<file path="src/rtl/multi_tone_beeper_if.sv">
// rtl/multi_tone_beeper_if.sv - request/config and buzzer-status bundle for multi_tone_beeper
interface multi_tone_beeper_if #(
    parameter int NUM_CH = 2,
    parameter int DIV_W  = 20,
    parameter int DUR_W  = 28
);
    logic [NUM_CH-1:0]       req;
    logic [NUM_CH*DIV_W-1:0] half_period;
    logic [NUM_CH*DUR_W-1:0] duration;
    logic                    stop;
    logic                    beep;
    logic                    busy;
    logic [2:0]              active_ch;
    logic                    done;

    modport master (
        output req, half_period, duration, stop,
        input  beep, busy, active_ch, done
    );

    modport slave (
        input  req, half_period, duration, stop,
        output beep, busy, active_ch, done
    );
endinterface

</file>
<file path="src/rtl/multi_tone_beeper.sv">
// rtl/multi_tone_beeper.sv - fixed-priority multi-channel square-wave tone player with preemption
module multi_tone_beeper #(
    parameter int NUM_CH  = 2,
    parameter int DIV_W   = 20,
    parameter int DUR_W   = 28,
    parameter int GAP_CYC = 1000
) (
    input  logic               clk,
    input  logic               rst_n,
    multi_tone_beeper_if.slave bus
);
    localparam int GAP_W = (GAP_CYC > 0) ? $clog2(GAP_CYC + 1) : 1;
    localparam logic [GAP_W-1:0] GAP_LAST = (GAP_CYC > 0) ? GAP_W'(GAP_CYC - 1) : '0;

    typedef enum logic [1:0] {
        IDLE = 2'd0,
        TONE = 2'd1,
        GAP  = 2'd2
    } state_t;

    state_t             state_q, state_d;
    logic               beep_q, beep_d;
    logic               busy_q;
    logic               done_q, done_d;
    logic [2:0]         active_q, active_d;
    logic [NUM_CH-1:0]  pending_q, pending_d;
    logic [DIV_W-1:0]   hp_q, hp_d, hp_cnt_q, hp_cnt_d;
    logic [DUR_W-1:0]   dur_q, dur_d, dur_cnt_q, dur_cnt_d;
    logic [GAP_W-1:0]   gap_cnt_q, gap_cnt_d;

    logic [NUM_CH-1:0]  cand;
    logic [NUM_CH-1:0]  win_oh;
    logic [2:0]         win;
    logic [DIV_W-1:0]   hp_sel;
    logic [DUR_W-1:0]   dur_sel;
    logic               grant;

    // Descending scan so the lowest set index is the last one written.
    always_comb begin
        cand    = pending_q | bus.req;
        win     = '0;
        win_oh  = '0;
        hp_sel  = '0;
        dur_sel = '0;
        for (int i = NUM_CH - 1; i >= 0; i--) begin
            if (cand[i]) begin
                win     = 3'(i);
                win_oh  = NUM_CH'(1) << i;
                hp_sel  = bus.half_period[i*DIV_W +: DIV_W];
                dur_sel = bus.duration[i*DUR_W +: DUR_W];
            end
        end
        grant = (|cand) && ((state_q == IDLE) || (win < active_q));
    end

    always_comb begin
        state_d   = state_q;
        beep_d    = beep_q;
        done_d    = 1'b0;
        active_d  = active_q;
        pending_d = cand;
        hp_d      = hp_q;
        dur_d     = dur_q;
        hp_cnt_d  = hp_cnt_q;
        dur_cnt_d = dur_cnt_q;
        gap_cnt_d = gap_cnt_q;

        if (bus.stop) begin
            state_d   = IDLE;
            beep_d    = 1'b0;
            pending_d = '0;
        end else if (grant) begin
            state_d   = TONE;
            hp_d      = (hp_sel == '0) ? DIV_W'(1) : hp_sel;
            dur_d     = (dur_sel == '0) ? DUR_W'(1) : dur_sel;
            active_d  = win;
            beep_d    = 1'b1;
            hp_cnt_d  = '0;
            dur_cnt_d = '0;
            pending_d = cand & ~win_oh;
        end else begin
            case (state_q)
                TONE: begin
                    if (dur_cnt_q == dur_q - DUR_W'(1)) begin
                        beep_d    = 1'b0;
                        gap_cnt_d = '0;
                        if (GAP_CYC == 0) begin
                            state_d = IDLE;
                            done_d  = 1'b1;
                        end else begin
                            state_d = GAP;
                        end
                    end else begin
                        dur_cnt_d = dur_cnt_q + DUR_W'(1);
                        if (hp_cnt_q == hp_q - DIV_W'(1)) begin
                            beep_d   = ~beep_q;
                            hp_cnt_d = '0;
                        end else begin
                            hp_cnt_d = hp_cnt_q + DIV_W'(1);
                        end
                    end
                end
                GAP: begin
                    if (gap_cnt_q == GAP_LAST) begin
                        state_d = IDLE;
                        done_d  = 1'b1;
                    end else begin
                        gap_cnt_d = gap_cnt_q + GAP_W'(1);
                    end
                end
                default: ;
            endcase
        end
    end

    always_ff @(posedge clk or negedge rst_n) begin
        if (!rst_n) begin
            state_q   <= IDLE;
            beep_q    <= 1'b0;
            busy_q    <= 1'b0;
            done_q    <= 1'b0;
            active_q  <= '0;
            pending_q <= '0;
            hp_q      <= '0;
            dur_q     <= '0;
            hp_cnt_q  <= '0;
            dur_cnt_q <= '0;
            gap_cnt_q <= '0;
        end else begin
            state_q   <= state_d;
            beep_q    <= beep_d;
            busy_q    <= (state_d != IDLE);
            done_q    <= done_d;
            active_q  <= active_d;
            pending_q <= pending_d;
            hp_q      <= hp_d;
            dur_q     <= dur_d;
            hp_cnt_q  <= hp_cnt_d;
            dur_cnt_q <= dur_cnt_d;
            gap_cnt_q <= gap_cnt_d;
        end
    end

    assign bus.beep      = beep_q;
    assign bus.busy      = busy_q;
    assign bus.done      = done_q;
    assign bus.active_ch = active_q;
endmodule

</file>
<file path="src/flat_wrapper.sv">
// flat-port wrapper written by rule: the top's interface ports become plain ports
module multi_tone_beeper_flat 
#(
    parameter int NUM_CH  = 2,
    parameter int DIV_W   = 20,
    parameter int DUR_W   = 28,
    parameter int GAP_CYC = 1000
)
  (clk, rst_n, bus_req, bus_half_period, bus_duration, bus_stop, bus_beep, bus_busy, bus_active_ch, bus_done);
  multi_tone_beeper_if #(.NUM_CH(NUM_CH), .DIV_W(DIV_W), .DUR_W(DUR_W)) bus_i ();
  input  logic clk;
  input  logic rst_n;
  input wire logic [$bits(bus_i.req)-1:0] bus_req;
  input wire logic [$bits(bus_i.half_period)-1:0] bus_half_period;
  input wire logic [$bits(bus_i.duration)-1:0] bus_duration;
  input wire logic [$bits(bus_i.stop)-1:0] bus_stop;
  output wire logic [$bits(bus_i.beep)-1:0] bus_beep;
  output wire logic [$bits(bus_i.busy)-1:0] bus_busy;
  output wire logic [$bits(bus_i.active_ch)-1:0] bus_active_ch;
  output wire logic [$bits(bus_i.done)-1:0] bus_done;
  assign bus_i.req = bus_req;
  assign bus_i.half_period = bus_half_period;
  assign bus_i.duration = bus_duration;
  assign bus_i.stop = bus_stop;
  assign bus_beep = bus_i.beep;
  assign bus_busy = bus_i.busy;
  assign bus_active_ch = bus_i.active_ch;
  assign bus_done = bus_i.done;
  multi_tone_beeper #(.NUM_CH(NUM_CH), .DIV_W(DIV_W), .DUR_W(DUR_W), .GAP_CYC(GAP_CYC)) u_core (.clk(clk), .rst_n(rst_n), .bus(bus_i));
endmodule
</file>
<file path="config.mk">
export PLATFORM = sky130hd
export DESIGN_NAME = multi_tone_beeper_flat
export DESIGN_NICKNAME = d
export VERILOG_FILES = /design/src/rtl/multi_tone_beeper_if.sv /design/src/rtl/multi_tone_beeper.sv /design/src/flat_wrapper.sv
export SDC_FILE = /design/constraint.sdc
export NUM_CORES = 1
export LEC_CHECK = 0
export ABC_AREA = 1
export CAP_MARGIN = 10
export CORE_MARGIN = 2
export CORE_UTILIZATION = 46
export CTS_BUF_LIST = sky130_fd_sc_hd__clkbuf_16
export CTS_CLUSTER_DIAMETER = 150
export DETAILED_ROUTE_END_ITERATION = 6
export PLACE_DENSITY_LB_ADDON = 0.05
export SYNTH_ARGS = -nofsm -noshare
export SYNTH_HDL_FRONTEND = slang
export SYNTH_SLANG_ARGS = --single-unit
</file>
<file path="constraint.sdc">
create_clock -name clk -period 2.7 [get_ports clk]
set_clock_uncertainty 0.05 [all_clocks]
set_input_delay 0.27 -clock clk [delete_from_list [all_inputs] [get_ports clk]]
set_output_delay 0.27 -clock clk [all_outputs]
set_load 0.01 [all_outputs]
</file>
==> results of run 1 <==
## per-stage QoR
| step | setup WS (ps) | hold slack, ps | util (%) | power (mW) | instance area, sq um |
|---|---|---|---|---|---|
| after global routing | -36.4 | 423 | 58.3 | 7.11 | 11300 |
| after CTS | 41.8 | 380 | 57.1 | 6.55 | 11100 |
| after detailed placement | 57.4 | 253 | 54.3 | 4.45 | 10600 |
| final | 163 | 339 | 58.3 | 6.63 | 11300 |
| after global placement | 91.1 | 258 | 54.3 | 4.43 | 10600 |
| after floorplan | 250 | -75.6 | - | 3.71 | 9150 |
## cell type report
| type | count | area [sq um] | area share (%) |
|---|---|---|---|
| Multi-Input combinational cell | 1162 | 5610 | 49.5 |
| Clock inverter | 14 | 109 | 0.960 |
| Timing Repair Buffer | 147 | 1500 | 13.3 |
| Sequential cell | 114 | 2850 | 25.2 |
| Inverter | 134 | 503 | 4.44 |
| Tap cell | 265 | 332 | 2.92 |
| Clock buffer | 17 | 425 | 3.75 |
## sequential cells by signal, summed over array words and instances, names as in the netlist
register / count
u_core.bus.active_ch: 1
u_core.bus.beep: 1
u_core.bus.busy: 1
u_core.bus.done: 1
u_core.dur_cnt_q: 28
u_core.dur_q: 28
u_core.gap_cnt_q: 10
u_core.hp_cnt_q: 20
u_core.hp_q: 20
u_core.pending_q: 2
u_core.state_q: 2
## logic make-up (layout without fill, tap and decap cells)
family / Yosys count / count (layout) / share of synthesized area [%]
adder cells (fa/ha/maj): 8 / 8 / 1.09
XOR/XNOR: 88 / 88 / 8.73
other: 1 / 2 / 0.0410
AND/OR/NAND/NOR: 998 / 998 / 46.5
buffers and inverters: 195 / 312 / 8.52
AO/OA/AOI/OAI: 66 / 66 / 3.93
flip-flops: 114 / 114 / 31.2
## cell usage after synthesis
cell type,instances
a211oi_1,2
nand4_1,37
nand2_1,557
o221ai_1,1
nor2_1,170
buf_6,3
conb_1,1
inv_1,133
xnor2_1,27
nor2_2,5
xnor3_1,2
a22oi_1,1
clkbuf_4,1
clkinv_1,1
o21bai_1,2
nor2_4,3
a21boi_2,1
nor4_1,23
o21ai_1,3
or2_2,6
nor3_1,28
buf_4,4
ha_1,8
clkbuf_1,43
a21oi_1,15
a31oi_1,5
dfrtp_1,114
nand3_1,149
nand3b_1,10
nor2_8,1
and2_1,2
xor2_1,59
buf_2,5
nand2_2,5
nand2_4,2
buf_1,5
o21ai_0,36
## per-layer routing
metal	wire, um	GRT usage, %	vias to the layer above
met5	0	0	-
met4	486	7.43	0
met3	1570	4.09	32
met2	11800	40.0	291
met1	13800	39.2	4300
li1	-	-	4875
## critical path, cell delays in order, from the launching register on
cell and delay [ps]:
dfrtp_2 450, nor2_2 140, nand2_4 120, nor2_8 190, nand2_2 110, o21bai_1 150
nand2_1 110, nor2_1 130, nand3_1 100, nor2_2 160, nand2_2 110, nand2_4 90
nand2_2 100, nand2_8 150, clkbuf_16 170, nand2_1 60, nand2_1 60
## how the worst max path moves through the flow
stage | start | endpoint | slack [ps] | cells after the start
2_1_floorplan | u_core.dur_q[0] | u_core.dur_cnt_q[19] | 250 | 16
3_3_place_gp | bus_req[0] | u_core.gap_cnt_q[9] | 90 | 11
3_5_place_dp | u_core.dur_q[1] | u_core.dur_cnt_q[23] | 60 | 17
4_1_cts | u_core.dur_q[1] | u_core.dur_cnt_q[23] | 40 | 17
5_1_grt | u_core.dur_q[4] | u_core.gap_cnt_q[8] | -40 | 12
6_report | u_core.dur_q[2] | u_core.dur_cnt_q[26] | 160 | 16
## power groups by stage
stage	clock network (mW)	registers (mW)	logic (mW)
2_1_floorplan	0	2.16	1.55
3_3_place_gp	0	2.24	2.20
3_5_place_dp	0	2.24	2.21
4_1_cts	2.11	2.21	2.23
5_1_grt	2.20	2.26	2.64
6_report	2.08	2.23	2.33
## repair_timing
item	CTS	global route
buffers inserted	0	6
setup endpoints to repair	0	59
hold endpoints to repair	37	0
gates resized for setup	0	25
hold buffers	1	0
==> flow_metrics.py, run 1 <==
metrics = {
    "cells_and_area": {
        "fin_nets": 1685,
        "syn_to_final_growth_pct": 24.0,
        "layout_commonest_cell": "nand2_1",
        "final_layout_size_suffix_gt1_share_pct": 6.86,
        "final.fill_count": 1940,
        "final_cell_mix": "nand2_1, nor2_1, nand3_1",
        "fin_cells": 1853,
        "num_antenna_cells": 0,
    },
    "global_routing": {
        "antenna_found_initial": 0,
        "grt_pass1_vias": 8743,
        "grt_pass1_wl_um": 45000,
        "grt_use_total_pct": 26.5,
        "grt_max_degree": 70,
        "overflow": 0,
    },
    "pwr": {
        "leakagePower_nw": 5.63,
        "cellPowerDensity_nw_per_um2": 585,
        "p_int_mw": 4.17,
        "seqPwrFrac_pct": 33.6,
        "power.switching_mw": 2.46,
        "p_sw_share_pct": 37.1,
        "combinationalPowerShare_pct": 35.1,
        "max-vdd-ir-drop_uv": 416,
        "clockPowerShare_pct": 31.3,
    },
    "synthesis": {
        "synth_warnings": 0,
        "syn_area_sq_um": 9150,
        "ys_types": 37,
        "ys_ff_latch": 114,
        "synthCells": 1470,
        "synth-seq-area-share_pct": 31.2,
        "synth_top_cell_by_area": "dfrtp_1",
        "syn_area_per_cell_sq_um": 6.22,
        "synth_area_leaders": "dfrtp_1, nand2_1, nand3_1",
        "synth_top_cell_area_share_pct": 31.2,
    },
    "timing": {
        "rsz0062_at_grt": "true",
        "layout_worst_path_cycle_share_pct": 94.0,
        "hold_viol": 0,
        "fin_tns_setup_ps": 0,
        "finalSetupViolCount": 0,
        "tightestPinTransition_ps": 580,
        "fmax_mhz": 394,
        "slew_headroom_pct": 61.0,
        "period_minus_slack_ps": 2540,
        "finalMaxSlewViolations": 0,
    },
    "drt": {
        "detail_route.iter0.violations": 804,
        "ant_nets": 0,
        "wl_per_cell_um": 15.0,
        "wl_um": 27700,
        "routed_via_density": 5.13,
        "drc_errors": 0,
        "first_pass_iters": 5,
        "vias": 9498,
    },
    "setup_path": {
        "critPathLaunchType": "flop",
        "critPathKind": "reg -> reg",
        "r2r_start": "u_core.dur_q[2]",
        "r2r.worst_path.cells": 16,
        "cp_max_fo": 10,
        "endpoint_kind": "flop",
        "required_ps": 3000,
        "crit_arrival_ps": 2840,
        "ff2ff_setup_slack_ps": 160,
        "worstReg2RegEnd": "u_core.dur_cnt_q[26]",
    },
    "die": {
        "die_area_sq_um": 21000,
        "die_height_um": 145,
        "die_x_um": 145,
        "coreArea_sq_um": 19500,
        "start_util_pct": 47.0,
        "ioPinCount": 107,
        "placementRows": 51,
    },
    "placement": {
        "port-buffer-count": 104,
        "dp_hpwl_um": 21200,
        "dp_cells": 1811,
        "gp_congestion": 0.946,
    },
    "outcome": {
        "status": "finished clean",
    },
    "run": {
        "drv_cap": 0,
    },
    "worst_hold_path": {
        "hold_path.class": "in -> async",
    },
    "clocking": {
        "clock_latency_ps": 420,
        "clkTransAtPathRegs_ps": 50,
        "cts_tree": "yes",
        "cts.path.max_buffers": 2,
        "root_buffer": "clkbuf_16",
        "cts_sinks": 114,
        "numCtsBuffers": 17,
        "cts.htree.levels": 4,
    },
}
(Power assumes the default switching activity.)
==> inputs of run 2 (changes only) <==
--- a/config.mk
+++ b/config.mk
@@ -12,7 +12,7 @@
 export CTS_BUF_LIST = sky130_fd_sc_hd__clkbuf_16
 export CTS_CLUSTER_DIAMETER = 150
 export DETAILED_ROUTE_END_ITERATION = 6
-export PLACE_DENSITY_LB_ADDON = 0.05
+export PLACE_DENSITY = 0.68
 export SYNTH_ARGS = -nofsm -noshare
 export SYNTH_HDL_FRONTEND = slang
 export SYNTH_SLANG_ARGS = --single-unit
==> run 2 against run 1 <==
Effect of this change: the run now ends with DRC left; first-iteration DRC count fell by 17%; total power up 0.96%; die area stayed put; final cell count did not move; clock power is 2% higher; worst setup slack lost 65 ps; combinational power is essentially flat; critical path type unchanged; critical endpoint is now u_core.dur_cnt_q[13]; largest cell class unchanged; highest routed layer unchanged.
==> flow_metrics.py, run 2 (synthesis gave the netlist of run 1 again) <==
metrics = {
    "outcome": {
        "status": "finished, violations left",
        "violations": "DRC",
    },
    "global_routing": {
        "grt_max_degree": 70,
        "grt_pass1_wl_um": 44300,
        "antenna_found_initial": 0,
        "grt_use_total_pct": 25.7,
        "grt_pass1_vias": 9019,
        "overflow": 0,
    },
    "timing": {
        "finalMaxSlewViolations": 0,
        "finalSetupViolCount": 0,
        "tightestPinTransition_ps": 678,
        "hold_viol": 0,
        "layout_worst_path_cycle_share_pct": 96.4,
        "period_minus_slack_ps": 2600,
        "fmax_mhz": 384,
        "slew_headroom_pct": 54.8,
    },
    "cells_and_area": {
        "fin_nets": 1684,
        "final_cell_mix": "nand2_1, nor2_1, nand3_1",
        "syn_to_final_growth_pct": 24.3,
        "final.fill_count": 1881,
        "layout_commonest_cell": "nand2_1",
        "final_util_pct": 58.4,
        "num_antenna_cells": 0,
        "final_layout_size_suffix_gt1_share_pct": 6.55,
        "reg.largest.list": "u_core.dur_cnt_q: 28 flops, u_core.dur_q: 28 flops",
    },
    "drt": {
        "wl_per_cell_um": 14.8,
        "detail_route.iter0.violations": 671,
        "wl_um": 27500,
        "first_pass_iters": 7,
        "routed_via_density": 5.19,
        "drc_errors": 2,
        "vias": 9626,
        "ant_nets": 0,
    },
    "setup_path": {
        "required_ps": 3010,
        "endpoint_kind": "flop",
        "cp_max_fo": 12,
        "critPathKind": "reg -> reg",
        "crit_arrival_ps": 2910,
        "critPathLaunchType": "flop",
    },
    "pwr": {
        "cellPowerDensity_nw_per_um2": 589,
        "total_power_mw": 6.70,
        "max-vdd-ir-drop_uv": 334,
        "power.switching_mw": 2.51,
        "p_sw_share_pct": 37.5,
        "leakagePower_nw": 5.62,
        "clockPowerShare_pct": 31.8,
        "p_int_mw": 4.18,
        "seqPwrFrac_pct": 33.4,
        "combinationalPowerShare_pct": 34.8,
    },
    "placement": {
        "dp_hpwl_um": 20700,
        "gp_congestion": 0.910,
        "port-buffer-count": 104,
    },
    "die": {
        "die_height_um": 145,
        "placementRows": 51,
        "die_area_sq_um": 21000,
        "ioPinCount": 107,
        "coreArea_sq_um": 19500,
        "die_x_um": 145,
        "start_util_pct": 47.0,
    },
    "clocking": {
        "cts_tree": "yes",
        "clock_latency_ps": 420,
        "cts.path.max_buffers": 2,
        "cts.htree.levels": 4,
        "cts_sinks": 114,
        "clkTransAtPathRegs_ps": 60,
        "root_buffer": "clkbuf_16",
        "numCtsBuffers": 17,
    },
    "worst_hold_path": {
        "hold_path.class": "in -> async",
    },
    "run": {
        "drv_cap": 0,
    },
}
==> run 2: routing by layer <==
metal,GRT usage [%],share of wire [%],vias to the layer above
met3,4.21,7.1,54
met4,9.41,3.1,0
li1,-,-,4880
met2,39.5,43,359
met1,36.6,47,4333
met5,0,0,-
==> run 2: repair_timing <==
action | in CTS | in global routing
gates resized for setup | 0 | 24
buffers inserted | 0 | 3
hold buffers | 1 | 0
endpoints found under the hold margin | 50 | 0
endpoints found under the setup margin | 0 | 60
==> run 2: critical path, stage by stage, from the launching register on <==
cell and delay, ps:
dfrtp_1 450, nor2_2 200, nand2_1 110, nor2_4 190, nand4_1 190, nor2_1 140
nand2_1 70, nand2_1 90, nand3_1 120, nor2_4 160, nand2_2 100, nand2_4 130
nand2_4 100, nand2_8 130, buf_8 190, nand2_1 60, nand2_1 60
==> run 2: stage by stage <==
step / worst slack, ps / TNS [ps] / instances / hold slack (ps) / area [sq um]
2_1_floorplan: 250 / 0 / 1471 / -75.6 / 9150
3_3_place_gp: 129 / 0 / 1811 / 297 / 10600
3_5_place_dp: 98.8 / 0 / 1811 / 302 / 10600
4_1_cts: 46.4 / 0 / 1844 / 382 / 11100
5_1_grt: -9.23 / -64.7 / 1853 / 402 / 11400
6_report: 97.4 / 0 / 1853 / 361 / 11400
==> run 2: area by class of cell <==
cell class / instances / area [sq um] / area share (%)
Sequential cell: 114 / 2850 / 25.1
Inverter: 134 / 503 / 4.42
Tap cell: 265 / 332 / 2.92
Clock buffer: 17 / 425 / 3.74
Multi-Input combinational cell: 1162 / 5620 / 49.4
Clock inverter: 15 / 126 / 1.11
Timing Repair Buffer: 146 / 1510 / 13.3
==> run 2: power by group through the flow <==
stage	clock network, mW	logic (mW)	registers (mW)
global route	2.23	2.65	2.27
floorplan	0	1.55	2.16
CTS	2.15	2.20	2.22
detailed placement	0	2.19	2.24
finish	2.13	2.33	2.24
global placement	0	2.15	2.24
==> run 2: path summary, 6_finish.rpt <==
| path | from | to | slack [ps] | cells after the start |
|---|---|---|---|---|
| max | u_core.dur_q[4] | u_core.dur_cnt_q[13] | 100 | 16 |
| min | rst_n | u_core.hp_q[17] | 360 | 2 |
| max reg2reg | u_core.dur_q[4] | u_core.dur_cnt_q[13] | 100 | 16 |
| min reg2reg | u_core.dur_q[27] | u_core.dur_q[27] | 440 | 2 |
| max in group asynchronous | rst_n | u_core.dur_cnt_q[11] | 1460 | 3 |
| min in group clk | bus_half_period[18] | u_core.hp_q[18] | 390 | 3 |
==> variant, RTL diff (flow settings as in run 1) <==
`GAP_CYC` is set to 1000 in 2 places; all go to 4000.
--- a/src/rtl/multi_tone_beeper.sv
+++ b/src/rtl/multi_tone_beeper.sv
@@ -4,5 +4,5 @@
     parameter int DIV_W   = 20,
     parameter int DUR_W   = 28,
-    parameter int GAP_CYC = 1000
+    parameter int GAP_CYC = 4000
 ) (
     input  logic               clk,
--- a/src/flat_wrapper.sv
+++ b/src/flat_wrapper.sv
@@ -5,5 +5,5 @@
     parameter int DIV_W   = 20,
     parameter int DUR_W   = 28,
-    parameter int GAP_CYC = 1000
+    parameter int GAP_CYC = 4000
 )
   (clk, rst_n, bus_req, bus_half_period, bus_duration, bus_stop, bus_beep, bus_busy, bus_active_ch, bus_done);
Behaviour: no difference found for any inputs over 4 cycles, from zero or initial values and one cycle with rst_n low; that may be too few to reach the edited logic, so the function may still have changed.
==> variant against run 1 <==
- total power grew 6.3%
- synthesized area grew 4.9%
- worst setup slack lost 0.0092 ns
- routed wire length grew 7.9%
- cell area grew 3.1%
- global-route usage grew 1.9 points
- sequential cell count grew 2
- largest cell class unchanged
- largest power group unchanged
==> variant: results <==
set metrics [dict create \
    status "finished clean" \
    layout-drive-gt1-share 0.0663 \
    buffers 136 \
    p_seq_frac 0.316 \
    hpwl_um 22700 \
    drtPass1Iterations 5 \
    drt_iter0_drc 626 \
    cts_root_buf "clkbuf_16" \
    regToRegEndpoint "u_core.dur_cnt_q[18]" \
    synth_compound_area_frac 0.0449 \
    cp.arrival_ns 2.86 \
    grtUsageTotal 0.283 \
    gp_congestion 0.925 \
    fin_cells 1944 \
    clock_area_frac 0.0518 \
    fill_cells 2077 \
    place_ws_ns 0.0342 \
    synth_mux_area_frac 0 \
    crit_type "reg -> reg" \
    power_mw 7.05 \
    syn_inst 1563 \
    fin_nets 1770 \
    multi_input_comb_area_mm2 0.00591 \
    final-seq-area_mm2 0.00290 \
    power.internal_mw 4.31 \
    cts.path.max_buffers 2 \
    multi_input_gates 1240 \
    first_global_vias 9895 \
    n_antenna_cell 0 \
    leakage_nw 5.67 \
    yosys-top-cells-area "dfrtp_1, nand2_1, nand3_1" \
    reg2reg_depth 12 \
    yosys-top-cells-count "nand2_1, nand3_1, nor2_1" \
    grt_max_degree 50 \
    clk_pin_slew_worst_paths_ns 0.06 \
    syn_to_final_growth_pct 21.8 \
    clk_latency_ns 0.44 \
    ys_types 38 \
    multi_input_area_share 0.506 \
    max_slew.worst_pin.slew_ns 0.615 \
    nNonClkInverters 150 \
    yosysSeqAreaShare 0.303 \
    buf_share 0.117 \
    final-setup-viol-count 0 \
    wire_per_inst_um 15.4 \
    dpl_cell_area_mm2 0.0110 \
    grt_pass1_wl_um 49700 \
    synthXorXnorAreaFrac 0.0657 \
    combinationalPowerShare 0.349 \
    ir_worst_vdd_v 0.000398 \
    crit_fanout 48 \
    flops_and_latches 116 \
    hold_slack_ns 0.332 \
    rr_startpoint "u_core.dur_q[21]" \
    finalCriticalPeriod_ns 2.55 \
    synthAdderAreaFrac 0.0104 \
    vias 10200 \
    cts-buffers-inserted 17 \
]
## variant: cell count changes in the layout (fill, tap and decap cells not counted), sizes merged, moves of 8 or more
cell	before	now
buf	40	32
xor2	59	38
nand3	149	181
nand2	564	602
inv	138	150
o21ai	39	52
## variant: timing repair
| item | 4_1_cts | 5_1_grt |
|---|---|---|
| endpoints found under the setup margin | 0 | 60 |
| hold buffers | 1 | 0 |
| endpoints found under the hold margin | 40 | 0 |
| buffers inserted | 0 | 4 |
| resized for setup | 0 | 20 |
## variant: per-layer routing
layer,vias up,GRT usage,routed length [um]
li1,5168,-,-
met1,4684,0.341,12800
met2,260,0.509,14900
met3,70,0.0451,1090
met4,0,0.108,1080
met5,-,0,0
## variant: critical path: stages (launching register included)
cell	delay, ns
dfrtp_1	0.47
nor2_1	0.18
nand2_1	0.07
nor2_1	0.24
nand2_1	0.14
o21bai_1	0.27
nand3_1	0.13
nor2_2	0.17
nand4_1	0.19
nand3_2	0.13
buf_12	0.24
nand2_1	0.07
nand2_1	0.09
